File: config.mk
export PLATFORM = sky130hd
export DESIGN_NAME = rom_load_sequencer
export DESIGN_NICKNAME = d
export VERILOG_FILES = /design/src/rtl/rom_load_sequencer.sv
export SDC_FILE = /design/constraint.sdc
export NUM_CORES = 1
export LEC_CHECK = 0
export CAP_MARGIN = 20
export CORE_AREA = 2 2 115 106
export DETAILED_ROUTE_END_ITERATION = 10
export DIE_AREA = 0 0 117 108
export PLACE_DENSITY = 0.66
export SETUP_SLACK_MARGIN = 0.15
export SYNTH_ARGS = -nofsm -noshare
export SYNTH_HDL_FRONTEND = slang
export SYNTH_SLANG_ARGS = --single-unit
export TNS_END_PERCENT = 30
File: constraint.sdc
create_clock -name clk_i -period 2.9 [get_ports clk_i]
set_clock_uncertainty 0.15 [all_clocks]
set_input_delay 0.87 -clock clk_i [delete_from_list [all_inputs] [get_ports clk_i]]
set_output_delay 0.87 -clock clk_i [all_outputs]
set_load 0.02 [all_outputs]
File: src/rtl/rom_load_sequencer.sv
// rom_load_sequencer
// ------------------
// Boot sequencer for a ROM-image based system. It forwards the loader's byte
// stream to the EPROM stores with one register stage, tags each byte with the
// EPROM region it belongs to, and counts the bytes so a wrong-sized image can
// be flagged. After the download ends it zero-fills the first CLEAR_DEPTH bytes
// of work RAM, waits SETTLE_CYCLES idle cycles and then releases the CPUs.
// Re-asserting the download at any point after the load aborts back to LOAD
// and puts the CPUs straight back into reset.
//
// Parameters
//   EXPECTED_SIZE  byte count of a complete ROM image
//   CLEAR_DEPTH    work-RAM bytes zero-filled after a load (1..1024)
//   SETTLE_CYCLES  idle cycles between the clear and CPU release (>= 1)
//
// Ports
//   clk_i             system clock, all logic on the rising edge
//   reset_i           synchronous active-high reset, overrides every input
//   ioctl_download_i  high while the loader streams the image
//   ioctl_wr_i        one-cycle byte-valid strobe
//   ioctl_addr_i      byte address of ioctl_data_i
//   ioctl_data_i      download byte
//   rom_wr_o          registered EPROM write strobe
//   rom_addr_o        registered copy of the accepted address
//   rom_data_o        registered copy of the accepted byte
//   region_o          registered region index of rom_addr_o
//   wram_wr_o         work-RAM clear strobe
//   wram_addr_o       work-RAM clear address
//   wram_data_o       work-RAM clear data (always 0)
//   cpu_reset_o       holds CPU and audio CPU in reset
//   load_done_o       high while the system runs
//   size_err_o        last download byte count differed from EXPECTED_SIZE

module rom_load_sequencer #(
  parameter int EXPECTED_SIZE = 'h14960,
  parameter int CLEAR_DEPTH   = 1024,
  parameter int SETTLE_CYCLES = 16
) (
  input  logic        clk_i,
  input  logic        reset_i,
  input  logic        ioctl_download_i,
  input  logic        ioctl_wr_i,
  input  logic [24:0] ioctl_addr_i,
  input  logic [7:0]  ioctl_data_i,
  output logic        rom_wr_o,
  output logic [24:0] rom_addr_o,
  output logic [7:0]  rom_data_o,
  output logic [2:0]  region_o,
  output logic        wram_wr_o,
  output logic [9:0]  wram_addr_o,
  output logic [7:0]  wram_data_o,
  output logic        cpu_reset_o,
  output logic        load_done_o,
  output logic        size_err_o
);

  localparam logic [2:0] S_IDLE   = 3'd0;
  localparam logic [2:0] S_LOAD   = 3'd1;
  localparam logic [2:0] S_CLEAR  = 3'd2;
  localparam logic [2:0] S_SETTLE = 3'd3;
  localparam logic [2:0] S_RUN    = 3'd4;

  localparam logic [24:0] BYTE_CNT_MAX = 25'h1FF_FFFF;
  localparam logic [24:0] EXPECTED_CNT = 25'(EXPECTED_SIZE);
  localparam logic [9:0]  CLEAR_LAST   = 10'(CLEAR_DEPTH - 1);
  localparam logic [15:0] SETTLE_LAST  = 16'(SETTLE_CYCLES - 1);

  logic [2:0]  state_q, state_d;
  logic [24:0] byte_cnt_q, byte_cnt_d;
  logic [9:0]  clr_cnt_q, clr_cnt_d;
  logic [15:0] settle_cnt_q, settle_cnt_d;
  logic        size_err_q, size_err_d;
  logic        rom_wr_q, rom_wr_d;
  logic [24:0] rom_addr_q, rom_addr_d;
  logic [7:0]  rom_data_q, rom_data_d;
  logic [2:0]  region_q, region_d;
  logic        accept;

  // EPROM region boundaries; anything past the tone ROM lands in region 7
  // but is still forwarded so the loader never stalls on it.
  function automatic logic [2:0] region_of(input logic [24:0] a);
    logic [2:0] r;
    if      (a < 25'h10000) r = 3'd0;
    else if (a < 25'h14000) r = 3'd1;
    else if (a < 25'h14800) r = 3'd2;
    else if (a < 25'h14900) r = 3'd3;
    else if (a < 25'h14920) r = 3'd4;
    else if (a < 25'h14940) r = 3'd5;
    else if (a < 25'h14960) r = 3'd6;
    else                    r = 3'd7;
    return r;
  endfunction

  // Strobes are only honoured while in LOAD, including the cycle in which
  // the download drops, so the final byte of an image is never lost.
  assign accept = (state_q == S_LOAD) && ioctl_wr_i;

  always_comb begin
    state_d      = state_q;
    byte_cnt_d   = byte_cnt_q;
    clr_cnt_d    = clr_cnt_q;
    settle_cnt_d = settle_cnt_q;
    size_err_d   = size_err_q;
    rom_wr_d     = accept;
    rom_addr_d   = rom_addr_q;
    rom_data_d   = rom_data_q;
    region_d     = region_q;

    if (accept) begin
      rom_addr_d = ioctl_addr_i;
      rom_data_d = ioctl_data_i;
      region_d   = region_of(ioctl_addr_i);
      if (byte_cnt_q != BYTE_CNT_MAX) begin
        byte_cnt_d = byte_cnt_q + 25'd1;
      end
    end

    case (state_q)
      S_IDLE: begin
        if (ioctl_download_i) begin
          state_d    = S_LOAD;
          byte_cnt_d = '0;
          size_err_d = 1'b0;
        end
      end
      S_LOAD: begin
        if (!ioctl_download_i) begin
          state_d    = S_CLEAR;
          clr_cnt_d  = '0;
          // byte_cnt_d already includes a strobe arriving in this cycle
          size_err_d = (byte_cnt_d != EXPECTED_CNT);
        end
      end
      S_CLEAR: begin
        if (ioctl_download_i) begin
          state_d    = S_LOAD;
          byte_cnt_d = '0;
          size_err_d = 1'b0;
        end else if (clr_cnt_q == CLEAR_LAST) begin
          state_d      = S_SETTLE;
          settle_cnt_d = '0;
        end else begin
          clr_cnt_d = clr_cnt_q + 10'd1;
        end
      end
      S_SETTLE: begin
        if (ioctl_download_i) begin
          state_d    = S_LOAD;
          byte_cnt_d = '0;
          size_err_d = 1'b0;
        end else if (settle_cnt_q == SETTLE_LAST) begin
          state_d = S_RUN;
        end else begin
          settle_cnt_d = settle_cnt_q + 16'd1;
        end
      end
      S_RUN: begin
        if (ioctl_download_i) begin
          state_d    = S_LOAD;
          byte_cnt_d = '0;
          size_err_d = 1'b0;
        end
      end
      default: state_d = S_IDLE;
    endcase
  end

  always_ff @(posedge clk_i) begin
    if (reset_i) begin
      state_q      <= S_IDLE;
      byte_cnt_q   <= '0;
      clr_cnt_q    <= '0;
      settle_cnt_q <= '0;
      size_err_q   <= 1'b0;
      rom_wr_q     <= 1'b0;
      rom_addr_q   <= '0;
      rom_data_q   <= '0;
      region_q     <= '0;
    end else begin
      state_q      <= state_d;
      byte_cnt_q   <= byte_cnt_d;
      clr_cnt_q    <= clr_cnt_d;
      settle_cnt_q <= settle_cnt_d;
      size_err_q   <= size_err_d;
      rom_wr_q     <= rom_wr_d;
      rom_addr_q   <= rom_addr_d;
      rom_data_q   <= rom_data_d;
      region_q     <= region_d;
    end
  end

  assign rom_wr_o    = rom_wr_q;
  assign rom_addr_o  = rom_addr_q;
  assign rom_data_o  = rom_data_q;
  assign region_o    = region_q;
  assign size_err_o  = size_err_q;
  // The clear address is forced to 0 outside CLEAR so idle outputs are quiet.
  assign wram_wr_o   = (state_q == S_CLEAR);
  assign wram_addr_o = (state_q == S_CLEAR) ? clr_cnt_q : 10'd0;
  assign wram_data_o = 8'd0;
  assign cpu_reset_o = (state_q != S_RUN);
  assign load_done_o = (state_q == S_RUN);

endmodule

==> flow_summary.json, run 1 <==
{
  "synth_area_leaders": "dfxtp_1 41%, nand2_1 7.8%, nor2_1 6.4%, xor2_1 5.9%, a21oi_1 4.8%",
  "power.leakage_nw": 2.22,
  "startpoint_type": "input port",
  "synthToLayoutAreaGrowth_pct": 34.5,
  "holdBufCountCts": 0,
  "drt-pass1-iter-count": 5,
  "slew_headroom_pct": 64.1,
  "insertedDiodeCount": 0,
  "cts_sinks": 92,
  "ios": 96,
  "min_to": "rom_addr_o[22]",
  "yosysTopAreaCell": "dfxtp_1",
  "powerDensity_nw_per_um2": 476,
  "cp.required_ns": 2.97,
  "yosys-top-cells-count": "93 x nand2_1, 92 x dfxtp_1, 76 x nor2_1",
  "fin_crit_sh_pct": 93.8,
  "drv_cap": 0,
  "grt_max_degree": 44,
  "final_layout_size_suffix_gt1_share_pct": 10.7,
  "cp_max_fo": 2,
  "die_y_um": 108,
  "hold_start": "rom_addr_o[22]",
  "netlist_area_um2": 4450,
  "hp-class": "flip-flop to flip-flop",
  "htreeDepth": 3,
  "portBuffers": 87,
  "setup_violations": 0,
  "wire_per_inst_um": 13.8,
  "multiInputGateArea_um2": 2460,
  "coreArea_um2": 11300,
  "r2r-start": "state_q[0]",
  "dp_hpwl_mm": 8.29,
  "grt_pass1_wl_mm": 18.3,
  "postRouteAntennaNets": 0,
  "drc": 0,
  "viasPerCell": 5.03,
  "status": "finished clean",
  "synth_top_area_share_pct": 41.3,
  "syn_inst": 551,
  "post-route-util_pct": 52.8,
  "ir_worst_vdd_mv": 0.297,
  "rr_worst_depth": 7,
  "fin_nets": 697,
  "finalSetupTns_ns": 0,
  "crit_type": "input port to flip-flop",
  "synth-main-ff-cell": "dfxtp_1",
  "postLayoutCellArea_um2": 5990,
  "ys_ff_latch": 92,
  "placed_area_um2": 5650,
  "start_util_pct": 39.3,
  "crit_arrival_ns": 2.79,
  "cts_tree": "yes",
  "grt-ovfl-total": 0,
  "fmax_mhz": 368,
  "final_hold_viol_count": 0,
  "rrSetupSlack_ns": 0.23,
  "core.rowCount": 37,
  "grt_pass1_vias": 3747,
  "cts_buffers": 9,
  "drt_iter0_drc": 352,
  "period_minus_slack_ns": 2.72,
  "synth.distinct_cells": 62,
  "globalplace.congestion": 0.892,
  "vias": 4112,
  "hold_depth": 2,
  "die_x_um": 117,
  "r2r_end": "size_err_o",
  "worst_slew_pin_slew_ns": 0.539,
  "synth.most_common_cell": "nand2_1",
  "insertion_delay_ns": 0.34,
  "dieArea_um2": 12600,
  "clkTransAtPathRegs_ns": 0.06,
  "grt_use_total_pct": 18.0,
  "routed_wl_mm": 11.3,
  "clockRootBuffer": "clkbuf_16",
  "critPathCaptureType": "flip-flop",
  "ys_seq_area_share_pct": 41.3,
  "antenna_found_initial": 0,
  "yosys_warnings": 0,
  "rsz0062_at_grt": "true",
  "fill_cells": 1060,
  "avgSynthCellArea_um2": 8.08,
  "synth_edf_count": 0,
  "report.final.slew_viol_count": 0,
  "async_flop_share_pct": 0,
  "regArea_um2": 1840,
  "cts.path.max_buffers": 2
}
flip-flops by register name (all words and copies together), names as in the netlist:
signal / cells
state_q: 3
size_err_o: 1
rom_addr_o: 25
clr_cnt_q: 10
rom_data_o: 8
settle_cnt_q: 16
rom_wr_o: 1
byte_cnt_q: 25
region_o: 3
how the worst max path moves through the flow:
stage | cells after the start | endpoint | start
final | 8 | size_err_o | ioctl_wr_i
after global routing | 7 | size_err_o | byte_cnt_q[5]
after CTS | 8 | size_err_o | ioctl_wr_i
after detailed placement | 8 | size_err_o | ioctl_wr_i
after global placement | 8 | size_err_o | ioctl_wr_i
after floorplan | 8 | size_err_o | ioctl_wr_i
cells by family after synthesis:
kind of cell / Yosys count / synth area share (%)
compound gates: 87 / 12.9
xor+xnor: 50 / 9.83
simple gates: 270 / 29.3
mux: 3 / 0.702
buf+inv: 45 / 4.92
flops: 92 / 41.3
other cells: 1 / 0.0842
fa+ha+maj: 3 / 0.843
power by group:
group | switching (mW) | internal (mW) | total, mW
combinational | 0.146 | 0.127 | 0.272
sequential | 0.0158 | 1.29 | 1.31
clock | 0.490 | 0.782 | 1.27
total | 0.651 | 2.20 | 2.85
final cells by class:
| cell class | instances | share of cell area, % |
|---|---|---|
| Sequential cell | 92 | 30.8 |
| Multi-Input combinational cell | 421 | 41.0 |
| Timing Repair Buffer | 125 | 19.0 |
| Tap cell | 156 | 3.26 |
| Inverter | 8 | 0.501 |
| Clock inverter | 5 | 1.38 |
| Clock buffer | 11 | 4.05 |
placed cells by master, fill, tap and decap left out, types with 8 or more instances in the layout:
cell type	netlist	layout
xor2_1	30	30
clkbuf_16	0	9
nand4_1	16	16
dfxtp_1	92	90
a21oi_1	43	43
nand2_1	93	93
dlygate4sd2_1	0	11
buf_4	10	38
nor4_1	8	8
inv_1	8	8
and3_1	8	8
conb_1	1	8
clkdlybuf4s50_1	0	74
nor2_1	76	76
nand3_1	21	21
xnor2_1	20	20
and2_1	10	10
critical path, stage by stage:
cell and delay (ns):
clkbuf_2 0.08, nor4bb_4 0.30, nand4_4 0.14, a21o_4 0.21, or3_4 0.33, a221o_1 0.37
a2111oi_4 0.35, a31oi_1 0.12
timing repair:
item | 4_1_cts | 5_1_grt
pin swaps | 4 | 4
setup endpoints to repair | 14 | 3
resized for setup | 16 | 4
buffers inserted | 1 | 0
layer usage:
| metal | up-vias | GRT usage (%) | wire length [µm] |
|---|---|---|---|
| met5 | - | 0 | 0 |
| met4 | 0 | 6.72 | 255 |
| met3 | 23 | 3.92 | 437 |
| met2 | 85 | 29.0 | 5430 |
| met1 | 1911 | 23.8 | 5180 |
| li1 | 2093 | - | - |
stage by stage:
stage / total power [mW] / hold WS [ns] / worst slack (ns) / instances
after floorplan: 1.47 / 0.321 / 0.00937 / 558
after global placement: 1.60 / 0.292 / -0.481 / 801
after detailed placement: 1.61 / 0.296 / -0.603 / 801
after CTS: 2.88 / 0.305 / 0.0205 / 818
after global routing: 2.95 / 0.318 / 0.0935 / 818
final: 2.85 / 0.304 / 0.180 / 818
Note: power is estimated with default switching activity, not from simulation.
==> run 2, diff against run 1 <==
Settings changed: PLACE_DENSITY 0.66 to 0.63.
Clock period 2.9 ns to 2.6 ns, I/O delays scaled along.
==> flow_summary.json, run 2 (synthesis results as in run 1) <==
{
  "r2r_end": "size_err_o",
  "grt-ovfl-total": 0,
  "routed_wl_mm": 11.9,
  "drv_cap": 0,
  "grt_pass1_vias": 3894,
  "cp_slowest_cell": "a221o_1",
  "cts.path.max_buffers": 2,
  "clkTransAtPathRegs_ns": 0.06,
  "rsz0062_at_grt": "true",
  "critPathCaptureType": "flip-flop",
  "cts_tree": "yes",
  "met3_usage_pct": 4.09,
  "die_x_um": 117,
  "setup_violations": 0,
  "clockRootBuffer": "clkbuf_16",
  "final_layout_size_suffix_gt1_share_pct": 16.8,
  "fin_nets": 720,
  "cts_buffers": 9,
  "grt_pass1_wl_mm": 18.7,
  "htreeDepth": 3,
  "ir_worst_vdd_mv": 0.323,
  "fin_crit_sh_pct": 96.9,
  "grt_busiest_layer": "met2",
  "endpoint": "size_err_o",
  "worst_slew_pin_slew_ns": 0.536,
  "final_cell_count_no_fill": 839,
  "drc": 0,
  "fill_cells": 1094,
  "worst-path-stages": 8,
  "final_cell_mix": "93 x nand2_1, 83 x dfxtp_1, 75 x nor2_1",
  "placed_cells": 821,
  "dieArea_um2": 12600,
  "dp_hpwl_mm": 8.63,
  "grt_use_total_pct": 18.7,
  "rrSetupSlack_ns": 0.10,
  "rr_worst_depth": 7,
  "fmax_mhz": 397,
  "wire_per_inst_um": 14.1,
  "portBuffers": 87,
  "slew_headroom_pct": 64.2,
  "final_hold_viol_count": 0,
  "post-route-util_pct": 53.9,
  "layout_commonest_cell": "nand2_1",
  "hp-class": "flip-flop to flip-flop",
  "viasPerCell": 5.02,
  "drt-pass1-iter-count": 4,
  "drt_iter0_drc": 304,
  "cp_top_family": "compound AO/OA/AOI/OAI gates",
  "cts_sinks": 92,
  "ios": 96,
  "postRouteAntennaNets": 0,
  "synthToLayoutAreaGrowth_pct": 37.3,
  "core.rowCount": 37,
  "start_util_pct": 39.3,
  "crit_arrival_ns": 2.59,
  "grt_max_degree": 44,
  "die_y_um": 108,
  "status": "finished clean",
  "coreArea_um2": 11300,
  "powerDensity_nw_per_um2": 486,
  "startpoint_type": "input port",
  "setup_slack_ns": 0.0802,
  "cp_slowest_stage_delay_ns": 0.36,
  "vias": 4209,
  "grtUsageMet2_pct": 29.1,
  "cp.required_ns": 2.67,
  "use_met1_pct": 25.0,
  "insertedDiodeCount": 0,
  "crit_chain": "buf_6 > nor4bb_4 > nand4_4 > a21o_4 > or3_4 > a221o_1 > a2111oi_4 > a31oi_1",
  "crit_buf_inv": 1,
  "power.leakage_nw": 2.27,
  "dp_slack_ns": -0.732,
  "r2r-start": "state_q[0]",
  "antenna_found_initial": 0,
  "period_minus_slack_ns": 2.52,
  "insertion_delay_ns": 0.34,
  "crit_type": "input port to flip-flop",
  "crit_path_start": "ioctl_wr_i",
  "globalplace.congestion": 0.839,
  "report.final.slew_viol_count": 0,
  "cp_max_fo": 2
}
run 2: cell count changes in the layout (fill, tap and decap cells not counted), sizes merged:
cell | previous run | this run
buf | 38 | 72
dlygate4sd2 | 11 | 2
bufinv | 2 | 0
clkbuf | 12 | 13
clkdlybuf4s50 | 74 | 73
clkinv | 2 | 1
clkinvlp | 0 | 1
dlymetal6s2s | 1 | 0
inv | 9 | 8
run 2: tightest hold or removal path, cell delays in order, from the launching register on:
cell and delay, ns:
dfxtp_1 0.31, nand2_1 0.05, a21oi_1 0.05
run 2: final cells by class:
cell class	count	area, µm²	share of cell area (%)
Clock buffer	12	246	4.03
Multi-Input combinational cell	421	2480	40.6
Tap cell	156	195	3.19
Inverter	8	30.0	0.491
Timing Repair Buffer	148	1290	21.2
Sequential cell	92	1860	30.3
Clock inverter	2	12.5	0.205
run 2: how the worst min path moves through the flow:
stage	slack [ns]	from	cells past startpoint	end
floorplan	0.32	byte_cnt_q[24]	2	byte_cnt_q[24]
global placement	0.29	rom_addr_o[8]	2	rom_addr_o[8]
detailed placement	0.30	rom_addr_o[8]	2	rom_addr_o[8]
CTS	0.31	rom_data_o[5]	2	rom_data_o[5]
global route	0.32	rom_data_o[6]	2	rom_data_o[6]
finish	0.30	rom_data_o[5]	2	rom_data_o[5]
run 2: per-stage QoR:
step,area (µm²),hold slack (ns),power (mW),setup TNS (ns)
final,6120,0.305,2.97,0
after global routing,6120,0.317,3.07,-0.0170
after CTS,6090,0.305,3.00,-0.0248
after detailed placement,5800,0.297,1.80,-5.71
after global placement,5800,0.292,1.80,-5.96
after floorplan,4480,0.321,1.64,-0.201
run 2: power by group:
| group | internal [mW] | switching, mW | total (mW) |
|---|---|---|---|
| clock network | 0.663 | 0.534 | 1.20 |
| registers | 1.44 | 0.0171 | 1.46 |
| logic | 0.152 | 0.168 | 0.320 |
| total | 2.25 | 0.719 | 2.97 |
run 2: per-layer routing:
layer,part of all wire (%),up-vias
met5,0,-
met4,2.4,0
met3,4.0,26
met2,47,100
met1,46,1944
li1,-,2139
run 2: repair_timing:
| action | 4_1_cts | 5_1_grt |
|---|---|---|
| endpoints found under the setup margin | 26 | 21 |
| hold buffers | 0 | 0 |
| setup buffers | 1 | 2 |
| gates cloned | 0 | 1 |
| resized for setup | 41 | 37 |
| pin swaps | 4 | 6 |
==> run 3, diff against run 2 <==
Settings changed: CORE_AREA 2 2 115 106 to 3 3 116 107, DIE_AREA 0 0 117 108 to 0 0 119 110, RECOVER_POWER set to 100.
==> flow_summary.json, run 3 (synthesis results as in run 1) <==
{
  "status": "finished with violations",
  "violations": "setup timing",
  "final_cell_count_no_fill": 845,
  "fmax_mhz": 378,
  "worst_slew_pin_slew_ns": 0.682,
  "dieArea_um2": 13100,
  "cp_max_fo": 4,
  "hp-class": "flip-flop to flip-flop",
  "powerDensity_nw_per_um2": 516,
  "postRouteAntennaNets": 0,
  "rsz0062_at_grt": "true",
  "holdBufCountCts": 0,
  "power.total_mw": 3.19,
  "final_cell_mix": "93 x nand2_1, 90 x dfxtp_1, 76 x nor2_1",
  "ir_worst_vdd_mv": 0.341,
  "setup_violations": 1,
  "ios": 96,
  "cp.required_ns": 2.68,
  "finalSetupTns_ns": -0.0472,
  "layout_commonest_cell": "nand2_1",
  "fin_nets": 725,
  "drt-pass1-iter-count": 4,
  "drc": 0,
  "postLayoutCellArea_um2": 6190,
  "viasPerCell": 4.99,
  "globalplace.congestion": 0.862,
  "routed_wl_mm": 11.6,
  "final_layout_size_suffix_gt1_share_pct": 14.8,
  "cts_tree": "yes",
  "hold_depth": 2,
  "grt_max_degree": 44,
  "insertedDiodeCount": 0,
  "wire_per_inst_um": 13.7,
  "crit_type": "input port to flip-flop",
  "htreeDepth": 3,
  "crit_arrival_ns": 2.72,
  "grt_busiest_layer": "met2",
  "startpoint_type": "input port",
  "met3_usage_pct": 4.18,
  "dp_hpwl_mm": 8.55,
  "cts_sinks": 92,
  "die_x_um": 119,
  "grtUsageMet2_pct": 27.7,
  "grt_pass1_vias": 3860,
  "clkTransAtPathRegs_ns": 0.07,
  "placed_cells": 826,
  "dp_slack_ns": -0.729,
  "portBuffers": 87,
  "power.leakage_nw": 2.42,
  "final_hold_viol_count": 0,
  "cts.path.max_buffers": 2,
  "clockRootBuffer": "clkbuf_16",
  "placed_area_um2": 5850,
  "synthToLayoutAreaGrowth_pct": 39.0,
  "cts_buffers": 9,
  "report.final.slew_viol_count": 0,
  "grt_pass1_wl_mm": 18.4,
  "whs_ns": 0.300,
  "use_met1_pct": 22.7,
  "post-route-util_pct": 54.6,
  "fill_cells": 1048,
  "critPathCaptureType": "flip-flop",
  "period_minus_slack_ns": 2.65,
  "vias": 4220,
  "coreArea_um2": 11300,
  "setup_slack_ns": -0.0472,
  "grt_use_total_pct": 17.1,
  "grt-ovfl-total": 0,
  "fin_crit_sh_pct": 102,
  "slew_headroom_pct": 54.6,
  "start_util_pct": 39.3,
  "insertion_delay_ns": 0.34,
  "core.rowCount": 37,
  "drv_cap": 0,
  "rr_worst_depth": 9,
  "antenna_found_initial": 0,
  "die_y_um": 110,
  "drt_iter0_drc": 385
}
run 3: changes by cell type in the layout (fill, tap and decap cells not counted), sizes merged:
| cell | change |
|---|---|
| buf | -13 |
| bufinv | +2 |
| clkbuf | +12 |
| clkdlybuf4s15 | +4 |
| clkdlybuf4s50 | -39 |
| dlygate4sd3 | +39 |
| inv | +1 |
run 3: timing repair:
item,4_1_cts,5_1_grt
gates resized for setup,40,22
cloned,0,1
buffers inserted,1,2
endpoints found under the setup margin,24,18
pin swaps,5,6
run 3: path summary, 6_finish.rpt:
check,slack [ns],to,start
worst min-delay path,0.30,rom_addr_o[2],rom_addr_o[2]
worst min register to register,0.30,rom_addr_o[2],rom_addr_o[2]
worst max register to register,0.08,size_err_o,state_q[0]
worst max-delay path,-0.05,size_err_o,ioctl_wr_i
run 3: layer usage:
layer	share of wire (%)	up-vias
met4	1.6	0
met1	46	1968
met5	0	-
met2	47	92
li1	-	2145
met3	4.5	15
run 3: worst max-delay path, cell delays in order:
cell and delay (ns):
buf_6 0.07, nor4bb_4 0.36, nand4_4 0.15, buf_4 0.16
buf_4 0.13, a211o_1 0.28, or3_4 0.35, mux2i_1 0.20
o211a_1 0.17, a31oi_1 0.06
run 3: area by class of cell:
class,count,area (µm²),area share (%)
Clock buffer,10,239,3.86
Clock inverter,5,85.1,1.37
Inverter,8,30.0,0.485
Multi-Input combinational cell,421,2460,39.8
Sequential cell,92,1850,29.8
Tap cell,156,195,3.15
Timing Repair Buffer,153,1330,21.5
run 3: power by group:
group,internal (mW),total [mW],leakage [nW],switching (mW)
registers,1.44,1.45,0.746,0.0159
logic,0.141,0.308,1.52,0.168
clock network,0.869,1.43,0.155,0.563
total,2.45,3.19,2.42,0.747
